### config.mk
export PLATFORM = sky130hd
export DESIGN_NAME = irq_controller
export DESIGN_NICKNAME = d
export VERILOG_FILES = /design/src/rtl/irq_controller.sv
export SDC_FILE = /design/constraint.sdc
export NUM_CORES = 1
export LEC_CHECK = 0
export BUFFER_PORTS_ARGS = -buffer_cell sky130_fd_sc_hd__buf_2
export CORE_MARGIN = 4
export CORE_UTILIZATION = 30
export CTS_BUF_LIST = sky130_fd_sc_hd__clkbuf_8
export DETAILED_ROUTE_END_ITERATION = 6
export MAX_ROUTING_LAYER = met4
export PLACE_DENSITY_LB_ADDON = 0.1
export RECOVER_POWER = 50
export SLEW_MARGIN = 20
export SYNTH_ARGS = -nofsm -noshare
export SYNTH_HDL_FRONTEND = slang
export SYNTH_SLANG_ARGS = --single-unit
### constraint.sdc
create_clock -name clk -period 2.5 [get_ports clk]
set_input_delay 0.25 -clock clk [delete_from_list [all_inputs] [get_ports clk]]
set_output_delay 0.25 -clock clk [all_outputs]
set_load 0.03 [all_outputs]
### src/rtl/irq_controller.sv
// Machine-level interrupt controller: mtime/mtimecmp timer, synchronised edge-detected external lines,
// fixed-priority arbitration and a request/ack/complete handshake allowing one trap in service at a time.
module irq_controller #(
   parameter int TIMER_W     = 32,
   parameter int N_EXT       = 4,
   parameter int SYNC_STAGES = 2
) (
   input  logic                       clk,
   input  logic                       rst,
   input  logic [N_EXT-1:0]           ext_inter,
   input  logic                       timer_en,
   input  logic                       counter_clear,
   input  logic                       cmp_wr,
   input  logic [TIMER_W-1:0]         cmp_wdata,
   input  logic                       mstatus_mie,
   input  logic                       mie_meie,
   input  logic                       mie_mtie,
   input  logic                       irq_ack,
   input  logic                       irq_complete,
   output logic                       irq_req,
   output logic [31:0]                irq_cause,
   output logic [$clog2(N_EXT)-1:0]   irq_src_id,
   output logic                       mip_meip,
   output logic                       mip_mtip,
   output logic [TIMER_W-1:0]         mtime
);

   // state      | meaning
   // ST_IDLE    | arbitrating; a winning source is latched and moves to ST_REQ
   // ST_REQ     | irq_req asserted, cause/src_id frozen, waiting for ack or mie drop
   // ST_SERVICE | trap in service, no new requests until irq_complete

   localparam int SRC_W = $clog2(N_EXT);
   localparam logic [31:0] CAUSE_MEI = 32'h8000_000B;
   localparam logic [31:0] CAUSE_MTI = 32'h8000_0007;

   typedef enum logic [1:0] {
      ST_IDLE    = 2'd0,
      ST_REQ     = 2'd1,
      ST_SERVICE = 2'd2
   } state_t;

   state_t                               state_q, state_d;
   logic [SYNC_STAGES-1:0][N_EXT-1:0]    sync_q, sync_d;
   logic [N_EXT-1:0]                     dly_q, dly_d;
   logic [N_EXT-1:0]                     edge_q, edge_d;
   logic [N_EXT-1:0]                     pending_q, pending_d;
   logic [TIMER_W-1:0]                   mtime_q, mtime_d;
   logic [TIMER_W-1:0]                   mtimecmp_q, mtimecmp_d;
   logic [31:0]                          cause_q, cause_d;
   logic [SRC_W-1:0]                     src_q, src_d;

   logic             mtip;
   logic             ext_ok;
   logic             tim_ok;
   logic             ack_clr;
   logic [SRC_W-1:0] ext_win;

   // Edge is registered so a pending bit appears SYNC_STAGES+1 edges after the line is sampled.
   always_comb begin
      sync_d[0] = ext_inter;
      for (int s = 1; s < SYNC_STAGES; s++) begin
         sync_d[s] = sync_q[s-1];
      end
      dly_d  = sync_q[SYNC_STAGES-1];
      edge_d = sync_q[SYNC_STAGES-1] & ~dly_q;
   end

   always_comb begin
      mtip    = (mtime_q >= mtimecmp_q);
      ext_ok  = mstatus_mie & mie_meie & (|pending_q);
      tim_ok  = mstatus_mie & mie_mtie & mtip;
      ext_win = '0;
      for (int i = N_EXT-1; i >= 0; i--) begin
         if (pending_q[i]) begin
            ext_win = SRC_W'(i);
         end
      end
   end

   always_comb begin
      state_d = state_q;
      cause_d = cause_q;
      src_d   = src_q;
      ack_clr = 1'b0;
      case (state_q)
         ST_IDLE: begin
            if (ext_ok) begin
               state_d = ST_REQ;
               cause_d = CAUSE_MEI;
               src_d   = ext_win;
            end else if (tim_ok) begin
               state_d = ST_REQ;
               cause_d = CAUSE_MTI;
               src_d   = '0;
            end
         end
         ST_REQ: begin
            if (irq_ack) begin
               state_d = ST_SERVICE;
               ack_clr = (cause_q == CAUSE_MEI);
            end else if (!mstatus_mie) begin
               state_d = ST_IDLE;
            end
         end
         ST_SERVICE: begin
            if (irq_complete) begin
               state_d = ST_IDLE;
            end
         end
         default: state_d = ST_IDLE;
      endcase
   end

   // A fresh edge in the ack cycle re-sets the bit being cleared.
   always_comb begin
      pending_d = pending_q;
      for (int i = 0; i < N_EXT; i++) begin
         if (ack_clr && (src_q == SRC_W'(i))) begin
            pending_d[i] = 1'b0;
         end
      end
      pending_d = pending_d | edge_q;
   end

   always_comb begin
      mtime_d = mtime_q;
      if (counter_clear) begin
         mtime_d = '0;
      end else if (timer_en) begin
         mtime_d = mtime_q + 1'b1;
      end
      mtimecmp_d = cmp_wr ? cmp_wdata : mtimecmp_q;
   end

   always_ff @(posedge clk) begin
      if (!rst) begin
         state_q    <= ST_IDLE;
         sync_q     <= '0;
         dly_q      <= '0;
         edge_q     <= '0;
         pending_q  <= '0;
         mtime_q    <= '0;
         mtimecmp_q <= '1;
         cause_q    <= '0;
         src_q      <= '0;
      end else begin
         state_q    <= state_d;
         sync_q     <= sync_d;
         dly_q      <= dly_d;
         edge_q     <= edge_d;
         pending_q  <= pending_d;
         mtime_q    <= mtime_d;
         mtimecmp_q <= mtimecmp_d;
         cause_q    <= cause_d;
         src_q      <= src_d;
      end
   end

   assign irq_req    = (state_q == ST_REQ);
   assign irq_cause  = cause_q;
   assign irq_src_id = src_q;
   assign mip_meip   = |pending_q;
   assign mip_mtip   = mtip;
   assign mtime      = mtime_q;

endmodule

# Word level (Yosys, flattened, before mapping)
# Index checks and enable logic that the tools add are counted.
# W data, S select, Z words.
[totals]
reg_bits = 120
inputBits = 46
wordCells = 60
[classes]
n_addsub = 1
magnitude_cmp = 1
n_eq_ne = 9
mux = 20
bitwise_logic = 8
n_reduce_logical = 11
[ops]
columns = ["cell", "count"]
rows = [
  ["$mux W32", 2],
  ["$add A32 B1 Y32 const B", 1],
  ["$eq A32 B32 Y1 const B", 1],
  ["$ge A32 B32 Y1", 1],
  ["$mux W2", 11],
  ["$eq A2 B2 Y1 const B", 3],
  ["$mux W1", 6],
  ["$ne A3 B3 Y1 const B", 2],
  ["$pmux W2 S3", 1],
  ["$and A1 B1 Y1", 4],
  ["$and A4 B4 Y4", 1],
  ["$eq A2 B1 Y1 const B", 2],
  ["$logic_and A1 B1 Y1", 4],
  ["$logic_not A2 Y1", 2],
  ["$not A4 Y4", 1],
  ["$or A4 B4 Y4", 1],
  ["$reduce_or A4 Y1", 1],
  ["$reduce_and A3 Y1", 1],
  ["$ne A2 B2 Y1 const B", 1],
  ["$reduce_and A2 Y1", 1],
  ["$reduce_bool A2 Y1", 1],
  ["$reduce_or A2 Y1", 1],
  ["$not A1 Y1", 1],
]

# Logic depth before layout (Yosys ltp)
[depth]
depth_word = 6
depth_mapped = 8

# Worst setup path before layout
# OpenSTA, ideal clock, no wires.
[synth_timing]
path_type = "register -> output"
from = "register mtime_q[0] (netlist: mtime[0])"
to = "output port mip_mtip"
arrival_time_ps = 2153
required_time_ps = 2250
slack_ps = 97
path_stages_with_launch = 9
path_buffers = 0
cell_sequence = "dfxtp_1 > inv_1 > ha_1 > nand2b_1 > a2111o_1 > o2111ai_1 > a31oi_1 > o21ai_0 > nand3_1"
[synth_via]
elab_chain_cells = 1
[synth_rtl]
columns = ["element", "line", "rtl"]
rows = [
  ["start: declaration", "48", "logic [TIMER_W-1:0] mtime_q, mtime_d;"],
  ["start signal: assignment", "153", "mtime_q <= mtime_d;"],
  ["$ge A32 B32 Y1", "70", "mtip = (mtime_q >= mtimecmp_q);"],
  ["end: declaration", "24", "output logic mip_mtip,"],
]
# Every way passes these cells.

# Worst setup path in the final report
[layout_timing]
from = "register mtimecmp_q[14]"
to = "output port mip_mtip"
[layout_via]
elab_chain_cells = 1
[layout_rtl]
columns = ["element", "line", "rtl"]
rows = [
  ["start: declaration", "49", "logic [TIMER_W-1:0] mtimecmp_q, mtimecmp_d;"],
  ["start signal: assignment", "154", "mtimecmp_q <= mtimecmp_d;"],
  ["$ge A32 B32 Y1", "70", ""],
]
# Every way passes these cells.

==> metrics <==
status=complete, but fails checks; failing checks=capacitance limit, slew limit; overall power consumption=just under 3000 uW; final worst path period share=96.55%; power spent charging and discharging nets=740.4 uW; cts bufs inserted=9; area of the multi-input gates=about 2300 um^2; final std cell area, no fill=between 5000 and 6000 um^2; Internal Power=2209 uW; Row Count=43; cell type of the slowest stage on the worst timing path=dfxtp_2; GRT Total Usage=13.80%; CTS tree=yes; CTS clk-pin slew, worst paths=0.09 ns; clock insertion delay at the later pin of the skew report=0.37 ns; final antenna-violating net count=0; Static Leak=about 0.0025 uW; proportion of layout cells with a drive suffix above 1=22.50%; initial antenna violation count=1; GR Overflow Total=0; time the worst path needs with I/O delays and setup=2.414 ns; total power density per cell area=around 560 nW/um^2; number of slew-limit violations in the final report=35; first-pass GRT wire length=approximately 17,000 um; share of synthesized cell area in full adder, half adder and majority cells=a little under a tenth; die span in y=between 100 and 150 um; initial drt markers=about 140; Max Clock Freq=between 0.4 and 0.5 GHz; H-tree levels=3; worst path required time=about 2.3 ns; buffer and inverter count on the worst path=3; FFs w/ async S/R, synth=0%; Unique masters post-synth=43; post-route setup slack=between 0.08 and 0.09 ns; maximum fanout encountered on the critical timing path=2; top cells by area, synth=dfxtp_1 42%, ha_1 9.5%, o211ai_1 5.7%, buf_4 5.0%, nand2_1 4.7%; via count of the first global-routing pass=approximately 3.4k; post-detailed-placement half-perimeter wirelength=between 8000 and 9000 um; via count=3,565; Seq/Total Area, Yosys=a little over two fifths; post-synthesis mux area share=0.4595%; iteration count of the initial detailed-routing pass=4; skew final=0.004069 ns; xor-xnor portion of the synthesized cell area=between 5 and 6%; DR WL/cell=~14 um; Least-Margin Pin Slew=approximately 1.7 ns; fraction of the mapped netlist area in simple logic gates=between 20% and 30%; Top delay family on crit path=simple AND/OR/NAND/NOR gates; Max-Cap Viols=1; Crit path arrival time=about 2.2 ns; Slowest Stage Delay on Critical Path=0.33 ns; CTS root buf=clkbuf_8; utilization after layout=between 30% and 40%; cells after synthesis=about 500; Placeable Area=~14,000 um^2; fillers=1,480; die outline area=16,510 um^2; number of enable-type register cells in the synthesized netlist=0; aggregate routed wire length=roughly 11,000 um; switching power share of the total=between 20% and 30%; weighted congestion at the end of routability-driven global placement=0.8121; Top FF cell, synth=dfxtp_1; dominant combinational cell family by area after synthesis=simple AND/OR/NAND/NOR gates; crit path capture type=primary output; final-stage net count=between 600 and 700; Cell Area, Synth=4357 um^2; relative contribution of the clock network to total power=roughly two fifths; Synth-to-Final Area Change=21.48%; setup TNS=0 ns; category of the most critical setup path=reg -> out; worst vdd ir=approximately 300 uV; flip-flop and latch area=approximately 1800 um^2; Port-buffer cells=between 80 and 90; dominant cell type by area after synthesis=dfxtp_1; Max clock buf depth=2; worst slack at placement=~0.17 ns; Seq cells post-synth=91; total number of clock tree sinks=between 90 and 100; effective utilization at floorplan=between 30% and 40%; syn_area_per_cell=8.766 um^2; post-synthesis compound-gate area fraction=between 10 and 15%; critical path, cell by cell=inv_2, ha_4, nand4_1, nor3_2, buf_4, o2111ai_4, a31oi_1, o21ai_1, nand3_1, buf_6; tightest slew margin relative to the limit=-10.82%; combinational cell fraction of total power=under 10%; number of placed I/O pins=~120; final setup violation count=0; startpoint type of the worst setup path=register; drc violations=0; x dimension of the die=128.5 um; largest net degree at the start of global routing=41; post-detailed-placement cell area=between 4000 and 5000 um^2; total count of hold-check failures in the final report=0; area share of the largest cell type after synthesis=between 40% and 50%; Yosys warning count=0; via density per instance=about 4.6; type of the tightest min-delay check=in -> reg; share of power burned in registers=51.4%; unrepaired setup endpoints after global routing=true
[placed cells by master (no fill, tap or decap), types with 4 or more instances in the layout]
| cell | synthesis | layout |
|---|---|---|
| nand3_1 | 12 | 12 |
| ha_1 | 33 | 28 |
| clkbuf_1 | 12 | 15 |
| nand4_1 | 17 | 17 |
| dfxtp_1 | 91 | 83 |
| nor3_1 | 8 | 7 |
| buf_2 | 3 | 72 |
| and3_1 | 9 | 9 |
| inv_2 | 0 | 5 |
| and2_0 | 0 | 6 |
| xor2_1 | 19 | 19 |
| a31oi_1 | 4 | 4 |
| o211ai_1 | 33 | 33 |
| or3_1 | 4 | 4 |
| nand2_1 | 55 | 55 |
| ha_4 | 0 | 5 |
| a21oi_1 | 23 | 22 |
| and4_1 | 4 | 4 |
| and2_1 | 13 | 7 |
| clkbuf_8 | 1 | 11 |
| o21ai_0 | 9 | 8 |
| nor2b_1 | 5 | 5 |
| dfxtp_2 | 0 | 8 |
| buf_4 | 29 | 19 |
| conb_1 | 1 | 27 |
| inv_1 | 40 | 36 |
| nor2_1 | 38 | 38 |
| xnor2_1 | 8 | 8 |
[per-layer routing]
layer / wire, um / track usage, %
met1: 5106 / 16.61
met2: 5072 / 22.53
met3: 567 / 4.359
met4: 106 / 3.459
met5: 0 / -
[registers in the layout, summed over array words and instances (netlist names), 3 cells and up]
name,cells
dly_d,4
dly_q,4
edge_q,4
irq_cause,3
mtime,32
mtimecmp_q,32
pending_q,4
sync_d,4
[metrics by stage]
| stage | cells | hold slack [ns] |
|---|---|---|
| floorplan | 523 | 0.3674 |
| global placement | 762 | 0.3763 |
| detailed placement | 762 | 0.3777 |
| CTS | 778 | 0.05947 |
| global route | 781 | 0.06568 |
| finish | 781 | 0.08751 |
[worst reg2reg max path: cells and delay by family, from the launching register on]
| family | cells | cell delay (ns) |
|---|---|---|
| AOI/OAI and AO/OA | 2 | 0.45 |
| adders and majority gates | 1 | 0.33 |
| DFF | 1 | 0.35 |
| and+or+nand+nor | 4 | 1.10 |
[path summary, 6_finish.rpt]
path	from	endpoint	slack, ns	depth (start not counted)
max	mtimecmp_q[14]	mip_mtip	0.09	10
min	ext_inter[2]	sync_d[6]	0.09	2
max reg2reg	mtime[29]	irq_src_id[1]	0.17	7
min reg2reg	dly_q[1]	edge_q[1]	0.39	1
[power by group through the flow]
stage	Clock [uW]	Combinational (uW)	Sequential (uW)
after CTS	1200	283	1510
after floorplan	0	229	1550
after detailed placement	0	281	1550
final	1140	291	1520
after global routing	1240	330	1520
after global placement	0	278	1550
[cell families after synthesis]
kind of cell	count (synthesis)
flops	91
mux	2
other cells	1
buf+inv	87
fa+ha+maj	33
simple gates	178
compound gates	78
xor+xnor	27
[final cells by class]
| cell class | count | area share, % |
|---|---|---|
| clock buffer | 11 | 2.861 |
| sequential | 91 | 34.61 |
| inverter | 40 | 2.837 |
| clock inverter | 5 | 1.442 |
| antenna | 1 | 0.04728 |
| multi-input combinational | 345 | 43.07 |
| timing repair buffer | 108 | 10.87 |
| tap | 180 | 4.255 |
[cell usage after synthesis (3+ instances only)]
library cell,instances
nor2_1,38
inv_1,40
ha_1,33
clkbuf_1,12
nor3_1,8
and4_1,4
o211ai_1,33
a21oi_1,23
o21ai_0,9
and3_1,9
nor2b_1,5
dfxtp_1,91
buf_2,3
nand4_1,17
xor2_1,19
buf_4,29
a31oi_1,4
and2_1,13
nand3_1,12
xnor2_1,8
nand2_1,55
or3_1,4
[repair_timing]
item,4_1_cts,5_1_grt
hold buffers,0,0
endpoints found under the setup margin,1,1
setup buffers,0,2
endpoints found under the hold margin,0,0
gates resized for setup,8,18
pin swaps,6,9
Note: power is estimated with default switching activity, not from simulation.
